[src/rtl/pong_pkg.sv]
// Shared screen geometry and renderer FSM encoding for the Pong frame renderer.
package pong_pkg;

    localparam int SCREEN_W    = 128;
    localparam int SCREEN_H    = 64;
    localparam int PAGES       = 8;
    localparam int FRAME_BYTES = 1024;
    localparam int IDX_W       = $clog2(FRAME_BYTES);

    typedef enum logic [1:0] {
        IDLE   = 2'd0,
        STREAM = 2'd1,
        DONE   = 2'd2
    } state_t;

endpackage

[src/rtl/pong_page_byte.sv]
// Combinational SSD1306 page byte for one (page, col): bit n is row 8*page+n.
// Optional macro PONG_CENTER_NET_EN adds a dashed centre net at column 64.
module pong_page_byte
    import pong_pkg::*;
#(
    parameter int PADDLE_H  = 12,
    parameter int PADDLE_W  = 2,
    parameter int PADDLE_XL = 2,
    parameter int PADDLE_XR = 124,
    parameter int BALL_SZ   = 2
) (
    input  logic [2:0] page,
    input  logic [6:0] col,
    input  logic [5:0] paddle_l_y,
    input  logic [5:0] paddle_r_y,
    input  logic [6:0] ball_x,
    input  logic [5:0] ball_y,
    output logic [7:0] page_byte
);

    localparam logic [7:0] PH8 = 8'(PADDLE_H);
    localparam logic [7:0] PW8 = 8'(PADDLE_W);
    localparam logic [7:0] XL8 = 8'(PADDLE_XL);
    localparam logic [7:0] XR8 = 8'(PADDLE_XR);
    localparam logic [7:0] BS8 = 8'(BALL_SZ);
    localparam logic [7:0] NET_COL = 8'(SCREEN_W / 2);

    // 8-bit bounds: an extent past the screen edge simply matches no pixel.
    function automatic logic in_span(input logic [7:0] v, input logic [7:0] lo,
                                     input logic [7:0] len);
        return (v >= lo) && (v < lo + len);
    endfunction

    logic [7:0] col8;
    logic [7:0] row8;
    logic       l_col, r_col, b_col;

    always_comb begin
        page_byte = 8'h00;
        row8      = 8'h00;
        col8      = {1'b0, col};
        l_col     = in_span(col8, XL8, PW8);
        r_col     = in_span(col8, XR8, PW8);
        b_col     = in_span(col8, {1'b0, ball_x}, BS8);
        for (int n = 0; n < 8; n++) begin
            row8 = {2'b00, page, 3'(n)};
            page_byte[n] = (l_col && in_span(row8, {2'b00, paddle_l_y}, PH8)) ||
                           (r_col && in_span(row8, {2'b00, paddle_r_y}, PH8)) ||
                           (b_col && in_span(row8, {2'b00, ball_y}, BS8));
`ifdef PONG_CENTER_NET_EN
            if (col8 == NET_COL && !row8[2]) begin
                page_byte[n] = 1'b1;
            end
`endif
        end
    end

endmodule

[src/rtl/pong_frame_renderer.sv]
// Streams one 1024-byte SSD1306 frame (horizontal addressing) per frame_req
// with valid/ready flow control. Optional macro: PONG_CENTER_NET_EN.
module pong_frame_renderer
    import pong_pkg::*;
#(
    parameter int PADDLE_H  = 12,
    parameter int PADDLE_W  = 2,
    parameter int PADDLE_XL = 2,
    parameter int PADDLE_XR = 124,
    parameter int BALL_SZ   = 2
) (
    input  logic       clk,
    input  logic       rst_n,
    input  logic       frame_req,
    input  logic [5:0] paddle_l_y,
    input  logic [5:0] paddle_r_y,
    input  logic [6:0] ball_x,
    input  logic [5:0] ball_y,
    output logic [7:0] o_data,
    output logic       o_valid,
    input  logic       i_ready,
    output logic       o_last,
    output logic       o_busy,
    output logic       o_frame_done
);

    localparam logic [IDX_W-1:0] LAST_IDX = IDX_W'(FRAME_BYTES - 1);

    state_t           state_q, state_d;
    logic [IDX_W-1:0] idx_q, idx_nxt;
    logic [7:0]       data_q, next_byte;
    logic [5:0]       pl_q, pr_q, by_q, pl_sel, pr_sel, by_sel;
    logic [6:0]       bx_q, bx_sel;
    logic             hs, use_live;

    assign hs       = o_valid && i_ready;
    // Byte 0 is built from the live inputs on the same edge that latches them.
    assign use_live = (state_q == IDLE);
    assign idx_nxt  = use_live ? '0 : idx_q + IDX_W'(1);
    assign pl_sel   = use_live ? paddle_l_y : pl_q;
    assign pr_sel   = use_live ? paddle_r_y : pr_q;
    assign bx_sel   = use_live ? ball_x     : bx_q;
    assign by_sel   = use_live ? ball_y     : by_q;

    pong_page_byte #(
        .PADDLE_H (PADDLE_H),
        .PADDLE_W (PADDLE_W),
        .PADDLE_XL(PADDLE_XL),
        .PADDLE_XR(PADDLE_XR),
        .BALL_SZ  (BALL_SZ)
    ) u_page_byte (
        .page      (idx_nxt[9:7]),
        .col       (idx_nxt[6:0]),
        .paddle_l_y(pl_sel),
        .paddle_r_y(pr_sel),
        .ball_x    (bx_sel),
        .ball_y    (by_sel),
        .page_byte (next_byte)
    );

    always_comb begin
        state_d = state_q;
        case (state_q)
            IDLE:    if (frame_req) state_d = STREAM;
            STREAM:  if (hs && idx_q == LAST_IDX) state_d = DONE;
            DONE:    state_d = IDLE;
            default: state_d = IDLE;
        endcase
    end

    always_ff @(posedge clk or negedge rst_n) begin
        if (!rst_n) begin
            state_q <= IDLE;
            idx_q   <= '0;
            data_q  <= 8'h00;
            pl_q    <= '0;
            pr_q    <= '0;
            bx_q    <= '0;
            by_q    <= '0;
        end else begin
            state_q <= state_d;
            if (state_q == IDLE && frame_req) begin
                pl_q   <= paddle_l_y;
                pr_q   <= paddle_r_y;
                bx_q   <= ball_x;
                by_q   <= ball_y;
                idx_q  <= '0;
                data_q <= next_byte;
            end else if (state_q == STREAM && hs) begin
                if (idx_q == LAST_IDX) begin
                    idx_q  <= '0;
                    data_q <= 8'h00;
                end else begin
                    idx_q  <= idx_nxt;
                    data_q <= next_byte;
                end
            end
        end
    end

    assign o_data       = data_q;
    assign o_valid      = (state_q == STREAM);
    assign o_last       = o_valid && (idx_q == LAST_IDX);
    assign o_busy       = (state_q != IDLE);
    assign o_frame_done = (state_q == DONE);

endmodule

[config.mk]
export PLATFORM = sky130hd
export DESIGN_NAME = pong_frame_renderer
export DESIGN_NICKNAME = d
export VERILOG_FILES = /design/src/rtl/pong_pkg.sv /design/src/rtl/pong_page_byte.sv /design/src/rtl/pong_frame_renderer.sv
export SDC_FILE = /design/constraint.sdc
export NUM_CORES = 1
export LEC_CHECK = 0
export CAP_MARGIN = 20
export CORE_MARGIN = 8
export CORE_UTILIZATION = 60
export DETAILED_ROUTE_END_ITERATION = 10
export PLACE_DENSITY = 0.95
export REMOVE_ABC_BUFFERS = 1
export SYNTH_ARGS = -nofsm -noshare
export SYNTH_HDL_FRONTEND = slang
export SYNTH_SLANG_ARGS = --single-unit
[constraint.sdc]
create_clock -name clk -period 8.8 [get_ports clk]
set_clock_uncertainty 0.1 [all_clocks]
set_input_delay 1.32 -clock clk [delete_from_list [all_inputs] [get_ports clk]]
set_output_delay 1.32 -clock clk [all_outputs]
set_load 0.01 [all_outputs]
* After elaboration in Yosys (flattened, before gate mapping)
Cells that the tools add are included.
** Operators by class
- Add/subtract/negate cells :: 5
- Order comparisons :: 54
- Equality and inequality tests :: 5
- Mux-type cells :: 14
- Reductions and logical operators :: 76
** Operator list (count)
- $lt 6x8->1 :: 24
- $ge 6x6->1 :: 24
- $logic_and 1x1->1 :: 56
- $mux 10 :: 4
- $mux 8 :: 3
- $mux 6 :: 3
- $logic_or 1x1->1 :: 16
- $add 6x4->7 const B :: 2
- $add 10x1->10 const B :: 1
- $eq 10x10->1 const B :: 1
- $add 7x2->8 const B :: 1
- $lt 7x8->1 :: 1
- $add 6x2->7 const B :: 1
- $ge 7x2->1 const B :: 1
- $ge 7x7->1 :: 1
- $ge 7x7->1 const B :: 1
- $lt 7x3->1 const B :: 1
- $lt 7x7->1 const B :: 1
- $mux 7 :: 1
- $mux 2 :: 2
- $pmux 2 s2 :: 1
- $reduce_bool 2->1 :: 2
- $eq 2x1->1 const B :: 1
- $eq 2x2->1 const B :: 1
- other kinds (4) :: 4
** Word-level totals
- Register bits :: 45
- Input port bits :: 29
- Output and inout port bits :: 12
- Logic and storage cells :: 161

* Logic depth before layout (Yosys ltp)
Gate-level depths: netlist of run 1.
- Word-level depth :: 11
- Depth in mapped cells :: 16
- Gate-level depth less buffers :: 14

* Cells and area by module
Synthesis of run 1 repeated with hierarchy kept, for this count alone.
** Second synthesis, totals
- Cells, all modules :: 437
- Area total of the unflattened synthesis :: 4127.7 um2
** By module, submodules not included
- pong_frame_renderer :: instances 1, cells an instance 190, area each 2294.7 um2, seq. area each 1126.1 um2
- pong_page_byte :: instances 1, cells an instance 247, area each 1833.0 um2, seq. area each 0.0 um2

* Worst setup path after synthesis of run 1
No wires, ideal clock.
- Kind :: input port to flip-flop
- From :: in paddle_l_y[2]
- To :: reg data_q[2] (netlist: o_data[2])
- Setup time :: 0.087 ns
- Arrival time :: 3.982 ns
- Required time :: 8.613 ns
- Setup slack :: 4.632 ns
- Stages on the path :: 12
- Buffers on the path :: 1
- Path through :: or3b_2 -> and2_1 -> buf_4 -> ha_1 -> xnor2_1 -> ha_1 -> a21oi_1 -> a31oi_1 -> or4b_2 -> nor2_1 -> a32oi_1 -> o211ai_1
** On the way
- Word-level cells in the longest chain between the ends :: 10
- Elaborated cells between the ends (all ways) :: 11
- Those cells by class :: add/sub: 1; order compare: 2; mux: 4; reduce/logical: 4
** RTL lines
- start, declared :: RTL line pong_frame_renderer.sv:15 : input logic [5:0] paddle_l_y,
- $mux 6 * :: RTL line pong_frame_renderer.sv:40 : assign pl_sel = use_live ? paddle_l_y : pl_q;
- $add 6x4->7 :: RTL line pong_page_byte.sv:31 : return (v >= lo) && (v < lo + len);
- $lt 6x8->1 :: RTL line pong_page_byte.sv:31
- $logic_and 1x1->1 * :: RTL line pong_page_byte.sv:31
- $logic_and 1x1->1 * :: RTL line pong_page_byte.sv:47 : page_byte[n] = (l_col && in_span(row8, {2'b00, paddle_l_y}, PH8)) ||
- $logic_or 1x1->1 * :: RTL line pong_page_byte.sv:47
- $logic_or 1x1->1 * :: RTL line pong_page_byte.sv:48 : (r_col && in_span(row8, {2'b00, paddle_r_y}, PH8)) ||
- $mux 8 :: RTL line pong_frame_renderer.sv:90 : if (idx_q == LAST_IDX) begin
- $mux 8 :: RTL line pong_frame_renderer.sv:89 : end else if (state_q == STREAM && hs) begin
- $mux 8 * :: RTL line pong_frame_renderer.sv:82 : if (state_q == IDLE && frame_req) begin
- end signal, assigned :: RTL line pong_frame_renderer.sv:88 : data_q <= next_byte;
- end signal, assigned :: RTL line pong_frame_renderer.sv:95 : data_q <= next_byte;
- end, declared :: RTL line pong_frame_renderer.sv:31 : logic [7:0] data_q, next_byte;
Every way passes the cells marked *; elsewhere a longest branch is shown, timed or not. The select of a mux whose other input is x is not followed.
A chain may end at the register's enable or synchronous reset.

* Final worst setup path of run 1
Ends and elaborated chain as after synthesis.

==> impl_metrics.xml, run 1 <==
<?xml version="1.0" encoding="UTF-8"?>
<metrics>
  <group name="floorplan">
    <metric name="core_area" unit="sq mm">0.00718</metric>
    <metric name="die_h" unit="um">102</metric>
    <metric name="io_pins" unit="">41</metric>
    <metric name="rows" unit="">31</metric>
    <metric name="floorplan.die.width" unit="um">102</metric>
    <metric name="initial_utilization" unit="%">61.2</metric>
    <metric name="design.die.area" unit="sq mm">0.0103</metric>
  </group>
  <group name="sta">
    <metric name="hold_ws" unit="ns">0.384</metric>
    <metric name="grt_setup_unrepaired" unit="">no</metric>
    <metric name="slew_headroom" unit="%">29.1</metric>
    <metric name="final_max_slew_viol_count" unit="">0</metric>
    <metric name="max_clock_freq" unit="GHz">0.216</metric>
    <metric name="final.min_clock_period" unit="ns">4.63</metric>
    <metric name="timing.setup.tns" unit="ns">0</metric>
    <metric name="final-hold-violation-count" unit="">0</metric>
    <metric name="measured_slew_at_the_worst_slew_check_pin" unit="ns">1.06</metric>
    <metric name="post-route-period-util" unit="%">52.6</metric>
    <metric name="finalSetupViolations" unit="">0</metric>
  </group>
  <group name="clock_network">
    <metric name="quantity_of_hold_fixing_buffers_added_after_cts" unit="">0</metric>
    <metric name="clk_transition_reported_paths" unit="ns">0.10</metric>
    <metric name="htree_levels" unit="">2</metric>
    <metric name="clock_latency" unit="ns">0.32</metric>
    <metric name="cts.root.buffer_cell" unit="">clkbuf_8</metric>
    <metric name="clk_path_buf_depth" unit="">2</metric>
    <metric name="cts_repair_resize_count" unit="">0</metric>
    <metric name="cts_inserted_buffers" unit="">5</metric>
    <metric name="tritoncts" unit="">built</metric>
    <metric name="cts_num_sinks" unit="">45</metric>
    <metric name="cts_setup_buffers" unit="">0</metric>
  </group>
  <group name="synthesis">
    <metric name="synth-main-ff-cell" unit="">dfrtp_1</metric>
    <metric name="yosysTopAreaCellShare" unit="%">25.6</metric>
    <metric name="synth_enable_flop_cells" unit="">0</metric>
    <metric name="post_synth_inst_count" unit="">544</metric>
    <metric name="synth.distinct_cells" unit="">72</metric>
    <metric name="synthArstFlopShare" unit="%">100</metric>
    <metric name="netlist.top_cell.by_area" unit="">dfrtp_1</metric>
    <metric name="post_synth_main_area_contributors" unit="">dfrtp_1, ha_1, nand2_1, mux2i_1, o21ai_0</metric>
    <metric name="ys_warn_count" unit="">0</metric>
    <metric name="mean_instance_size_in_the_synthesized_netlist" unit="sq um">8.07</metric>
    <metric name="sequential_cell_area_fraction_in_the_yosys_report" unit="%">25.6</metric>
    <metric name="netlist_area" unit="sq mm">0.00439</metric>
    <metric name="yosys_register_bits" unit="">45</metric>
  </group>
  <group name="global_route">
    <metric name="grt_antenna_before_repair" unit="">0</metric>
    <metric name="first_global_vias" unit="">4100</metric>
    <metric name="grt_start_max_net_pins" unit="">46</metric>
    <metric name="global_route_wire_length_before_repair" unit="mm">20.1</metric>
    <metric name="global_route.usage.total" unit="%">24.2</metric>
    <metric name="grt_overflow_total" unit="">0</metric>
  </group>
  <group name="place">
    <metric name="io_buffer_count" unit="">40</metric>
    <metric name="numPlacedInstances" unit="">662</metric>
    <metric name="dp_hpwl" unit="mm">8.80</metric>
    <metric name="globalplace.congestion" unit="">0.923</metric>
  </group>
  <group name="drt">
    <metric name="antenna_violating_nets_post_route" unit="">0</metric>
    <metric name="via_per_inst" unit="">6.36</metric>
    <metric name="total_via_count_in_the_routed_design" unit="">4277</metric>
    <metric name="remaining_drc_errors" unit="">0</metric>
    <metric name="firstDrtPassIters" unit="">5</metric>
    <metric name="avgRoutedWirePerCell" unit="um">17.9</metric>
    <metric name="finalWirelength" unit="mm">12.0</metric>
    <metric name="detailedRoute.firstIterationViolations" unit="">252</metric>
  </group>
  <group name="flow_run">
    <metric name="max-cap-violations" unit="">0</metric>
  </group>
  <group name="worst_setup_path">
    <metric name="critical_path_end_type" unit="">register</metric>
    <metric name="critical_path.startpoint_type" unit="">input pin</metric>
    <metric name="cp.arrival" unit="ns">4.76</metric>
    <metric name="worst-path-max-fanout" unit="">8</metric>
    <metric name="worst-r2r-setup-slack" unit="ns">4.79</metric>
    <metric name="crit_required" unit="ns">8.93</metric>
    <metric name="critPathKind" unit="">in2reg</metric>
  </group>
  <group name="finish">
    <metric name="combined_area_of_the_multi_input_logic_cells" unit="sq mm">0.00306</metric>
    <metric name="sequential_cell_area" unit="sq mm">0.00113</metric>
    <metric name="leading_cell_types_in_the_layout_fill_and_taps_excluded" unit="">nand2_1, dfrtp_1, ha_1</metric>
    <metric name="final_core_utilization" unit="%">69.5</metric>
    <metric name="filler_cell_count" unit="">591</metric>
    <metric name="insertedDiodeCount" unit="">0</metric>
    <metric name="area_delta_synth_final" unit="%">13.5</metric>
    <metric name="post_layout_nonfiller_instances" unit="">673</metric>
    <metric name="drive_above_1_share" unit="%">6.45</metric>
    <metric name="commonest_non_fill_non_tap_cell_in_the_layout" unit="">nand2_1</metric>
    <metric name="nets" unit="">648</metric>
  </group>
  <group name="pwr">
    <metric name="proportion_of_power_drawn_by_flip_flops_and_latches" unit="%">35.5</metric>
    <metric name="power_leakage" unit="nW">2.26</metric>
    <metric name="switching_share_of_total_power" unit="%">39.0</metric>
    <metric name="pwr_density_cell" unit="mW/mm^2">160</metric>
    <metric name="power.share.combinational" unit="%">42.8</metric>
    <metric name="net-switching-power" unit="W">0.000312</metric>
    <metric name="worst_ir_drop_vdd" unit="mV">0.0958</metric>
    <metric name="cellInternalPower" unit="W">0.000487</metric>
    <metric name="post-layout-total-power" unit="W">0.000799</metric>
    <metric name="part_of_the_total_power_dissipated_in_the_clock_network" unit="%">21.7</metric>
  </group>
  <group name="hold_path">
    <metric name="hp-class" unit="">reg2reg</metric>
  </group>
  <group name="outcome">
    <metric name="outcome" unit="">complete, no violations</metric>
  </group>
</metrics>
power groups by stage:
stage                     sequential, W  combinational [W]  clock, W
after floorplan                0.000281           0.000217         0
after global placement         0.000284           0.000318         0
after detailed placement       0.000285           0.000333         0
after CTS                      0.000282           0.000337  0.000173
after global routing           0.000289           0.000380  0.000181
final                          0.000284           0.000342  0.000173
cell families (layout without fill, tap and decap cells):
logic type,after synthesis,after routing,synth area share (%)
simple gates,236,236,27.2
compound gates,133,133,21.1
buf+inv,48,78,4.81
fa+ha+maj,46,46,13.4
flops,45,45,25.6
mux,19,19,4.42
xor+xnor,17,17,3.39
layout make-up:
type	instances	area share (%)
multi-input combinational	451	61.5
clock buffer	6	1.66
timing repair buffer	46	9.24
sequential	45	22.6
tap	99	2.49
clock inverter	2	0.753
inverter	24	1.81
flip-flops by register name, summed over array words and instances, names as in the netlist:
signal and count:
pr_q 6, bx_q 7, o_data 8, idx_q 10, state_q 2, pl_q 6
by_q 6
critical path, stage by stage:
cell	delay, ns
clkdlybuf4s50_1	0.50
or3b_2	0.49
and2_1	0.25
ha_1	0.26
xnor2_1	0.14
ha_1	0.19
a21oi_1	0.14
a31oi_1	0.05
or4b_2	0.68
nor2_1	0.38
a32oi_1	0.16
o211ai_1	0.18
synth_stat cells, types with 3 or more instances:
cell       number
nand4bb_1       4
a32oi_1         8
nand3_1        14
nor2_1         26
o21a_1          5
a21oi_1        23
o22a_1          3
nor4_1          3
dfrtp_1        45
nor2b_1         7
o211ai_1       13
nand4_1         4
a31oi_1         3
and2_1          9
o31ai_1         5
inv_1          22
nor3b_1         4
nand2_1       104
clkbuf_1        6
mux2i_1        16
xor2_1         10
a311oi_1        3
o21bai_1        3
mux2_2          3
nor3_1         16
xnor2_1         7
or4_1           8
ha_1           44
o22ai_1         4
a21o_1          7
or2_2           5
a22o_1          3
nand2b_1        5
and4_1          3
o21ai_0        30
buf_2          13
or3_1           4
and3_1          5
metal layers:
layer	routed length (um)	vias up	part of all wire, %	GRT usage [%]
li1	-	2039	-	-
met1	5090	2054	42	30.6
met2	5940	160	49	41.0
met3	737	24	6.1	2.68
met4	252	0	2.1	9.39
met5	0	-	0	0
path summary, 6_finish.rpt:
check,end,startpoint,depth (start not counted)
worst max-delay path,o_data[2],paddle_l_y[2],12
worst min-delay path,bx_q[3],bx_q[3],2
worst max register to register,o_data[6],state_q[0],11
worst min register to register,bx_q[3],bx_q[3],2
max in group asynchronous,o_data[4],rst_n,2
min in group asynchronous,bx_q[6],rst_n,1
through the flow:
step                      instance area (sq um)  setup slack, ns
after floorplan                            4270             4.11
final                                      4980             4.17
after CTS                                  4940             4.18
after global routing                       4980             3.97
after detailed placement                   4820             3.87
after global placement                     4820             3.97
(Power assumes the default switching activity.)
==> inputs of run 2 (changes only) <==
--- a/config.mk
+++ b/config.mk
@@ -7,9 +7,9 @@
 export LEC_CHECK = 0
 export CAP_MARGIN = 20
 export CORE_MARGIN = 8
-export CORE_UTILIZATION = 60
+export CORE_UTILIZATION = 59
 export DETAILED_ROUTE_END_ITERATION = 10
-export PLACE_DENSITY = 0.95
+export PLACE_DENSITY = 0.94
 export REMOVE_ABC_BUFFERS = 1
 export SYNTH_ARGS = -nofsm -noshare
 export SYNTH_HDL_FRONTEND = slang
==> constraint.sdc (replaced) <==
create_clock -name clk -period 4.8 [get_ports clk]
set_clock_uncertainty 0.1 [all_clocks]
set_input_delay 0.72 -clock clk [delete_from_list [all_inputs] [get_ports clk]]
set_output_delay 0.72 -clock clk [all_outputs]
set_load 0.01 [all_outputs]
==> impl_metrics.xml, run 2 (synthesis gave the netlist of run 1 again) <==
<?xml version="1.0" encoding="UTF-8"?>
<metrics>
  <group name="clock_network">
    <metric name="cts_repair_resize_count" unit="">0</metric>
    <metric name="clock_latency" unit="ns">0.31</metric>
    <metric name="cts_setup_buffers" unit="">0</metric>
    <metric name="quantity_of_hold_fixing_buffers_added_after_cts" unit="">0</metric>
    <metric name="clk_path_buf_depth" unit="">2</metric>
    <metric name="tritoncts" unit="">built</metric>
    <metric name="cts_inserted_buffers" unit="">5</metric>
    <metric name="cts_num_sinks" unit="">45</metric>
    <metric name="cts.root.buffer_cell" unit="">clkbuf_8</metric>
    <metric name="clk_transition_reported_paths" unit="ns">0.09</metric>
    <metric name="htree_levels" unit="">2</metric>
  </group>
  <group name="finish">
    <metric name="commonest_non_fill_non_tap_cell_in_the_layout" unit="">nand2_1</metric>
    <metric name="max_flop_register" unit="">idx_q</metric>
    <metric name="combined_area_of_the_multi_input_logic_cells" unit="sq mm">0.00306</metric>
    <metric name="sequential_cell_area" unit="sq mm">0.00113</metric>
    <metric name="nets" unit="">651</metric>
    <metric name="leading_cell_types_in_the_layout_fill_and_taps_excluded" unit="">nand2_1, dfrtp_1, ha_1</metric>
    <metric name="drive_above_1_share" unit="%">6.93</metric>
    <metric name="filler_cell_count" unit="">601</metric>
    <metric name="insertedDiodeCount" unit="">0</metric>
    <metric name="area_delta_synth_final" unit="%">13.8</metric>
    <metric name="largest_register_ff_count" unit="">10</metric>
    <metric name="design_area" unit="sq mm">0.00500</metric>
  </group>
  <group name="pwr">
    <metric name="part_of_the_total_power_dissipated_in_the_clock_network" unit="%">21.3</metric>
    <metric name="worst_ir_drop_vdd" unit="mV">0.180</metric>
    <metric name="net-switching-power" unit="W">0.000567</metric>
    <metric name="power_leakage" unit="nW">2.27</metric>
    <metric name="switching_share_of_total_power" unit="%">38.8</metric>
    <metric name="proportion_of_power_drawn_by_flip_flops_and_latches" unit="%">35.7</metric>
    <metric name="power.share.combinational" unit="%">43.0</metric>
    <metric name="pwr_density_cell" unit="mW/mm^2">292</metric>
    <metric name="cellInternalPower" unit="W">0.000892</metric>
  </group>
  <group name="sta">
    <metric name="final_max_slew_viol_count" unit="">0</metric>
    <metric name="timing.setup.tns" unit="ns">0</metric>
    <metric name="final-hold-violation-count" unit="">0</metric>
    <metric name="post-route-worst-setup-slack" unit="ns">0.616</metric>
    <metric name="final.min_clock_period" unit="ns">4.18</metric>
    <metric name="post-route-period-util" unit="%">87.2</metric>
    <metric name="grt_setup_unrepaired" unit="">no</metric>
    <metric name="slew_headroom" unit="%">26.3</metric>
    <metric name="max_clock_freq" unit="GHz">0.239</metric>
    <metric name="finalSetupViolations" unit="">0</metric>
    <metric name="measured_slew_at_the_worst_slew_check_pin" unit="ns">1.10</metric>
  </group>
  <group name="worst_setup_path">
    <metric name="critPathKind" unit="">in2reg</metric>
    <metric name="crit_path_cell_trace" unit="">clkdlybuf4s50_1, or3b_2, and2_1, ha_1, xnor2_1, ha_1, a21oi_1, a31oi_1, or4b_2, nor2_1, a32oi_1, o211ai_1</metric>
    <metric name="worst-path-max-fanout" unit="">8</metric>
    <metric name="critical_path.startpoint_type" unit="">input pin</metric>
    <metric name="reg2reg_depth" unit="">12</metric>
    <metric name="critical_path_end_type" unit="">register</metric>
    <metric name="slowest_delay" unit="ns">0.70</metric>
    <metric name="crit_required" unit="ns">4.92</metric>
    <metric name="cp.arrival" unit="ns">4.30</metric>
    <metric name="crit_path_top_delay_cell" unit="">or4b_2</metric>
    <metric name="critical-path-top-cell-by-count" unit="">ha_1</metric>
  </group>
  <group name="drt">
    <metric name="remaining_drc_errors" unit="">0</metric>
    <metric name="via_per_inst" unit="">6.33</metric>
    <metric name="detailedRoute.firstIterationViolations" unit="">251</metric>
    <metric name="total_via_count_in_the_routed_design" unit="">4276</metric>
    <metric name="finalWirelength" unit="mm">12.0</metric>
    <metric name="antenna_violating_nets_post_route" unit="">0</metric>
    <metric name="firstDrtPassIters" unit="">4</metric>
    <metric name="avgRoutedWirePerCell" unit="um">17.7</metric>
  </group>
  <group name="global_route">
    <metric name="first_global_vias" unit="">4089</metric>
    <metric name="grt_antenna_before_repair" unit="">0</metric>
    <metric name="global_route_wire_length_before_repair" unit="mm">19.7</metric>
    <metric name="grt_overflow_total" unit="">0</metric>
    <metric name="global_route.usage.total" unit="%">23.5</metric>
    <metric name="grt_start_max_net_pins" unit="">46</metric>
  </group>
  <group name="floorplan">
    <metric name="design.die.area" unit="sq mm">0.0105</metric>
    <metric name="die_h" unit="um">102</metric>
    <metric name="floorplan.die.width" unit="um">102</metric>
    <metric name="initial_utilization" unit="%">60.9</metric>
    <metric name="io_pins" unit="">41</metric>
    <metric name="rows" unit="">31</metric>
    <metric name="core_area" unit="sq mm">0.00721</metric>
  </group>
  <group name="flow_run">
    <metric name="max-cap-violations" unit="">0</metric>
  </group>
  <group name="outcome">
    <metric name="outcome" unit="">complete, no violations</metric>
  </group>
  <group name="place">
    <metric name="dp_worst_setup_slack" unit="ns">0.402</metric>
    <metric name="dp_hpwl" unit="mm">8.97</metric>
    <metric name="globalplace.congestion" unit="">0.993</metric>
    <metric name="io_buffer_count" unit="">40</metric>
    <metric name="placed_area" unit="sq mm">0.00486</metric>
  </group>
  <group name="hold_path">
    <metric name="hp-class" unit="">in2async</metric>
  </group>
</metrics>
==> run 2: cell types whose count changed in the layout (fill, tap and decap cells not counted) <==
cell	delta
buf_8	-1
buf_4	+4
==> run 2: final cells by class <==
class                           count  share of cell area, %
Multi-Input combinational cell    451                   61.3
Sequential cell                    45                   22.5
Timing Repair Buffer               49                   9.51
Tap cell                           99                   2.48
Inverter                           24                   1.80
Clock buffer                        6                   1.65
Clock inverter                      2                  0.751
==> run 2: final timing paths <==
path	start	endpoint	slack [ns]
setup / recovery	paddle_l_y[2]	o_data[2]	0.62
hold / removal	rst_n	pr_q[1]	0.21
setup reg to reg	state_q[1]	o_data[2]	0.85
hold reg to reg	bx_q[0]	bx_q[0]	0.39
max in group asynchronous	rst_n	o_data[0]	3.89
min in group clk	bx_q[0]	bx_q[0]	0.39
==> run 2: through the flow <==
stage	power [W]	util [%]	hold WS, ns	instances
after floorplan	0.000913	-	0.324	520
after global placement	0.00111	67.3	0.352	667
after detailed placement	0.00114	67.3	0.362	667
after CTS	0.00145	69.0	0.384	675
after global routing	0.00156	69.3	0.225	676
final	0.00146	69.3	0.214	676
==> run 2: power groups by stage <==
stage	clock, W	sequential [W]	combinational, W
floorplan	0	0.000515	0.000398
global placement	0	0.000520	0.000587
detailed placement	0	0.000524	0.000614
CTS	0.000317	0.000516	0.000621
global route	0.000336	0.000529	0.000693
finish	0.000311	0.000521	0.000628
==> run 2: critical path, delay by kind of cell <==
family,cells,cell delay [ns]
AND/OR/NAND/NOR,4,1.81
adder cells (fa/ha/maj),2,0.47
buffers and inverters,1,0.49
AO/OA/AOI/OAI,4,0.64
XOR/XNOR,1,0.16
==> run 2: metal layers <==
layer  routed length (um)  share of wire (%)  track usage [%]
met1                 5170                 43             28.9
met2                 5920                 49             40.2
met3                  635                5.3             2.66
met4                  253                2.1             10.6
met5                    0                  0                0
==> inputs of run 3 (changes only) <==
--- a/config.mk
+++ b/config.mk
@@ -6,7 +6,7 @@
 export NUM_CORES = 1
 export LEC_CHECK = 0
 export CAP_MARGIN = 20
-export CORE_MARGIN = 8
+export CORE_MARGIN = 2
 export CORE_UTILIZATION = 59
 export DETAILED_ROUTE_END_ITERATION = 10
 export PLACE_DENSITY = 0.94
==> impl_metrics.xml, run 3 (synthesis gave the netlist of run 1 again) <==
<?xml version="1.0" encoding="UTF-8"?>
<metrics>
  <group name="drt">
    <metric name="detailedRoute.firstIterationViolations" unit="">331</metric>
    <metric name="remaining_drc_errors" unit="">0</metric>
    <metric name="firstDrtPassIters" unit="">5</metric>
    <metric name="antenna_violating_nets_post_route" unit="">0</metric>
    <metric name="finalWirelength" unit="mm">12.0</metric>
    <metric name="via_per_inst" unit="">6.42</metric>
    <metric name="avgRoutedWirePerCell" unit="um">17.8</metric>
    <metric name="total_via_count_in_the_routed_design" unit="">4336</metric>
  </group>
  <group name="clock_network">
    <metric name="clock_latency" unit="ns">0.31</metric>
    <metric name="cts_inserted_buffers" unit="">5</metric>
    <metric name="htree_levels" unit="">2</metric>
    <metric name="quantity_of_hold_fixing_buffers_added_after_cts" unit="">0</metric>
    <metric name="clk_path_buf_depth" unit="">2</metric>
    <metric name="clk_transition_reported_paths" unit="ns">0.09</metric>
    <metric name="cts_repair_resize_count" unit="">0</metric>
    <metric name="cts_num_sinks" unit="">45</metric>
    <metric name="cts_setup_buffers" unit="">0</metric>
    <metric name="tritoncts" unit="">built</metric>
    <metric name="cts.root.buffer_cell" unit="">clkbuf_8</metric>
  </group>
  <group name="finish">
    <metric name="leading_cell_types_in_the_layout_fill_and_taps_excluded" unit="">nand2_1, dfrtp_1, ha_1</metric>
    <metric name="design_area" unit="sq mm">0.00499</metric>
    <metric name="largest_register_ff_count" unit="">10</metric>
    <metric name="filler_cell_count" unit="">612</metric>
    <metric name="area_delta_synth_final" unit="%">13.6</metric>
    <metric name="max_flop_register" unit="">idx_q</metric>
    <metric name="drive_above_1_share" unit="%">6.77</metric>
    <metric name="insertedDiodeCount" unit="">0</metric>
    <metric name="commonest_non_fill_non_tap_cell_in_the_layout" unit="">nand2_1</metric>
    <metric name="nets" unit="">650</metric>
  </group>
  <group name="worst_setup_path">
    <metric name="crit_path_top_delay_cell" unit="">or4b_2</metric>
    <metric name="crit_required" unit="ns">4.93</metric>
    <metric name="worst-path-max-fanout" unit="">8</metric>
    <metric name="critical-path-top-cell-by-count" unit="">ha_1</metric>
    <metric name="worst_path_dominant_cell_family" unit="">simple AND/OR/NAND/NOR gates</metric>
    <metric name="slowest_delay" unit="ns">0.70</metric>
    <metric name="critPathKind" unit="">in2reg</metric>
    <metric name="critical_path.startpoint_type" unit="">input pin</metric>
    <metric name="crit_path_cell_trace" unit="">clkdlybuf4s50_1, or3b_2, and2_1, ha_1, xnor2_1, ha_1, a21oi_1, a31oi_1, or4b_2, nor2_1, a32oi_1, o21ai_0</metric>
    <metric name="critical_path_end_type" unit="">register</metric>
    <metric name="cp_num_buf_inv" unit="">1</metric>
    <metric name="cp.arrival" unit="ns">4.24</metric>
  </group>
  <group name="sta">
    <metric name="final.min_clock_period" unit="ns">4.11</metric>
    <metric name="timing.setup.tns" unit="ns">0</metric>
    <metric name="slew_headroom" unit="%">29.7</metric>
    <metric name="post-route-period-util" unit="%">85.5</metric>
    <metric name="measured_slew_at_the_worst_slew_check_pin" unit="ns">1.05</metric>
    <metric name="final_max_slew_viol_count" unit="">0</metric>
    <metric name="max_clock_freq" unit="GHz">0.244</metric>
    <metric name="hold_ws" unit="ns">0.128</metric>
    <metric name="grt_setup_unrepaired" unit="">no</metric>
    <metric name="finalSetupViolations" unit="">0</metric>
    <metric name="final-hold-violation-count" unit="">0</metric>
  </group>
  <group name="pwr">
    <metric name="pwr_density_cell" unit="mW/mm^2">294</metric>
    <metric name="post-layout-total-power" unit="W">0.00147</metric>
    <metric name="worst_ir_drop_vdd" unit="mV">0.153</metric>
    <metric name="power_leakage" unit="nW">2.27</metric>
  </group>
  <group name="flow_run">
    <metric name="max-cap-violations" unit="">0</metric>
  </group>
  <group name="global_route">
    <metric name="grt_overflow_total" unit="">0</metric>
    <metric name="global_route_wire_length_before_repair" unit="mm">20.1</metric>
    <metric name="grt_start_max_net_pins" unit="">46</metric>
    <metric name="grt_antenna_before_repair" unit="">0</metric>
    <metric name="first_global_vias" unit="">4245</metric>
    <metric name="global_route.usage.total" unit="%">29.8</metric>
  </group>
  <group name="floorplan">
    <metric name="initial_utilization" unit="%">60.9</metric>
    <metric name="design.die.area" unit="sq mm">0.00815</metric>
    <metric name="die_h" unit="um">90.3</metric>
    <metric name="rows" unit="">31</metric>
    <metric name="core_area" unit="sq mm">0.00721</metric>
    <metric name="io_pins" unit="">41</metric>
    <metric name="floorplan.die.width" unit="um">90.3</metric>
  </group>
  <group name="place">
    <metric name="placed_area" unit="sq mm">0.00485</metric>
    <metric name="globalplace.congestion" unit="">0.901</metric>
    <metric name="dp_hpwl" unit="mm">8.78</metric>
    <metric name="io_buffer_count" unit="">40</metric>
  </group>
  <group name="hold_path">
    <metric name="hp-class" unit="">in2async</metric>
  </group>
  <group name="outcome">
    <metric name="outcome" unit="">complete, no violations</metric>
  </group>
</metrics>
## run 3: changes by cell type in the layout (fill, tap and decap cells not counted)
cell	change
buf_4	-1
## run 3: path summary, 6_finish.rpt
check                         startpoint         to  slack [ns]  depth (start not counted)
hold / removal                     rst_n    bx_q[2]        0.13                          1
min in group clk                 bx_q[1]    bx_q[1]        0.38                          2
max in group asynchronous          rst_n   idx_q[6]        4.01                          2
setup / recovery           paddle_l_y[2]  o_data[0]        0.69                         12
hold reg to reg                  bx_q[1]    bx_q[1]        0.38                          2
setup reg to reg              state_q[0]  o_data[0]        0.93                         12
## run 3: final cells by class
type / instances / area, sq um / area share, %
clock buffers: 6 / 82.6 / 1.65
clock inverters: 2 / 37.5 / 0.752
well taps: 99 / 124 / 2.48
inverters: 24 / 90.1 / 1.80
repair buffers: 48 / 468 / 9.38
flip-flops and latches: 45 / 1130 / 22.6
multi-input cells: 451 / 3060 / 61.4
## run 3: power breakdown
part	total [W]	internal (W)	switching [W]
clock network	0.000310	0.000169	0.000141
logic	0.000636	0.000288	0.000348
registers	0.000524	0.000437	0.0000875
total	0.00147	0.000894	0.000576
## run 3: metal layers
layer	share of wire [%]	global-route usage (%)
met5	0	0
met4	3.3	12.8
met3	6.3	3.84
met2	49	50.4
met1	42	38.4
## run 3: through the flow
step                std cells  utilization [%]  setup WS (ns)
floorplan                 520                -          0.113
global placement          666             67.2          0.571
detailed placement        666             67.2          0.475
CTS                       674             68.9          0.745
global route              675             69.2          0.458
finish                    675             69.2          0.695
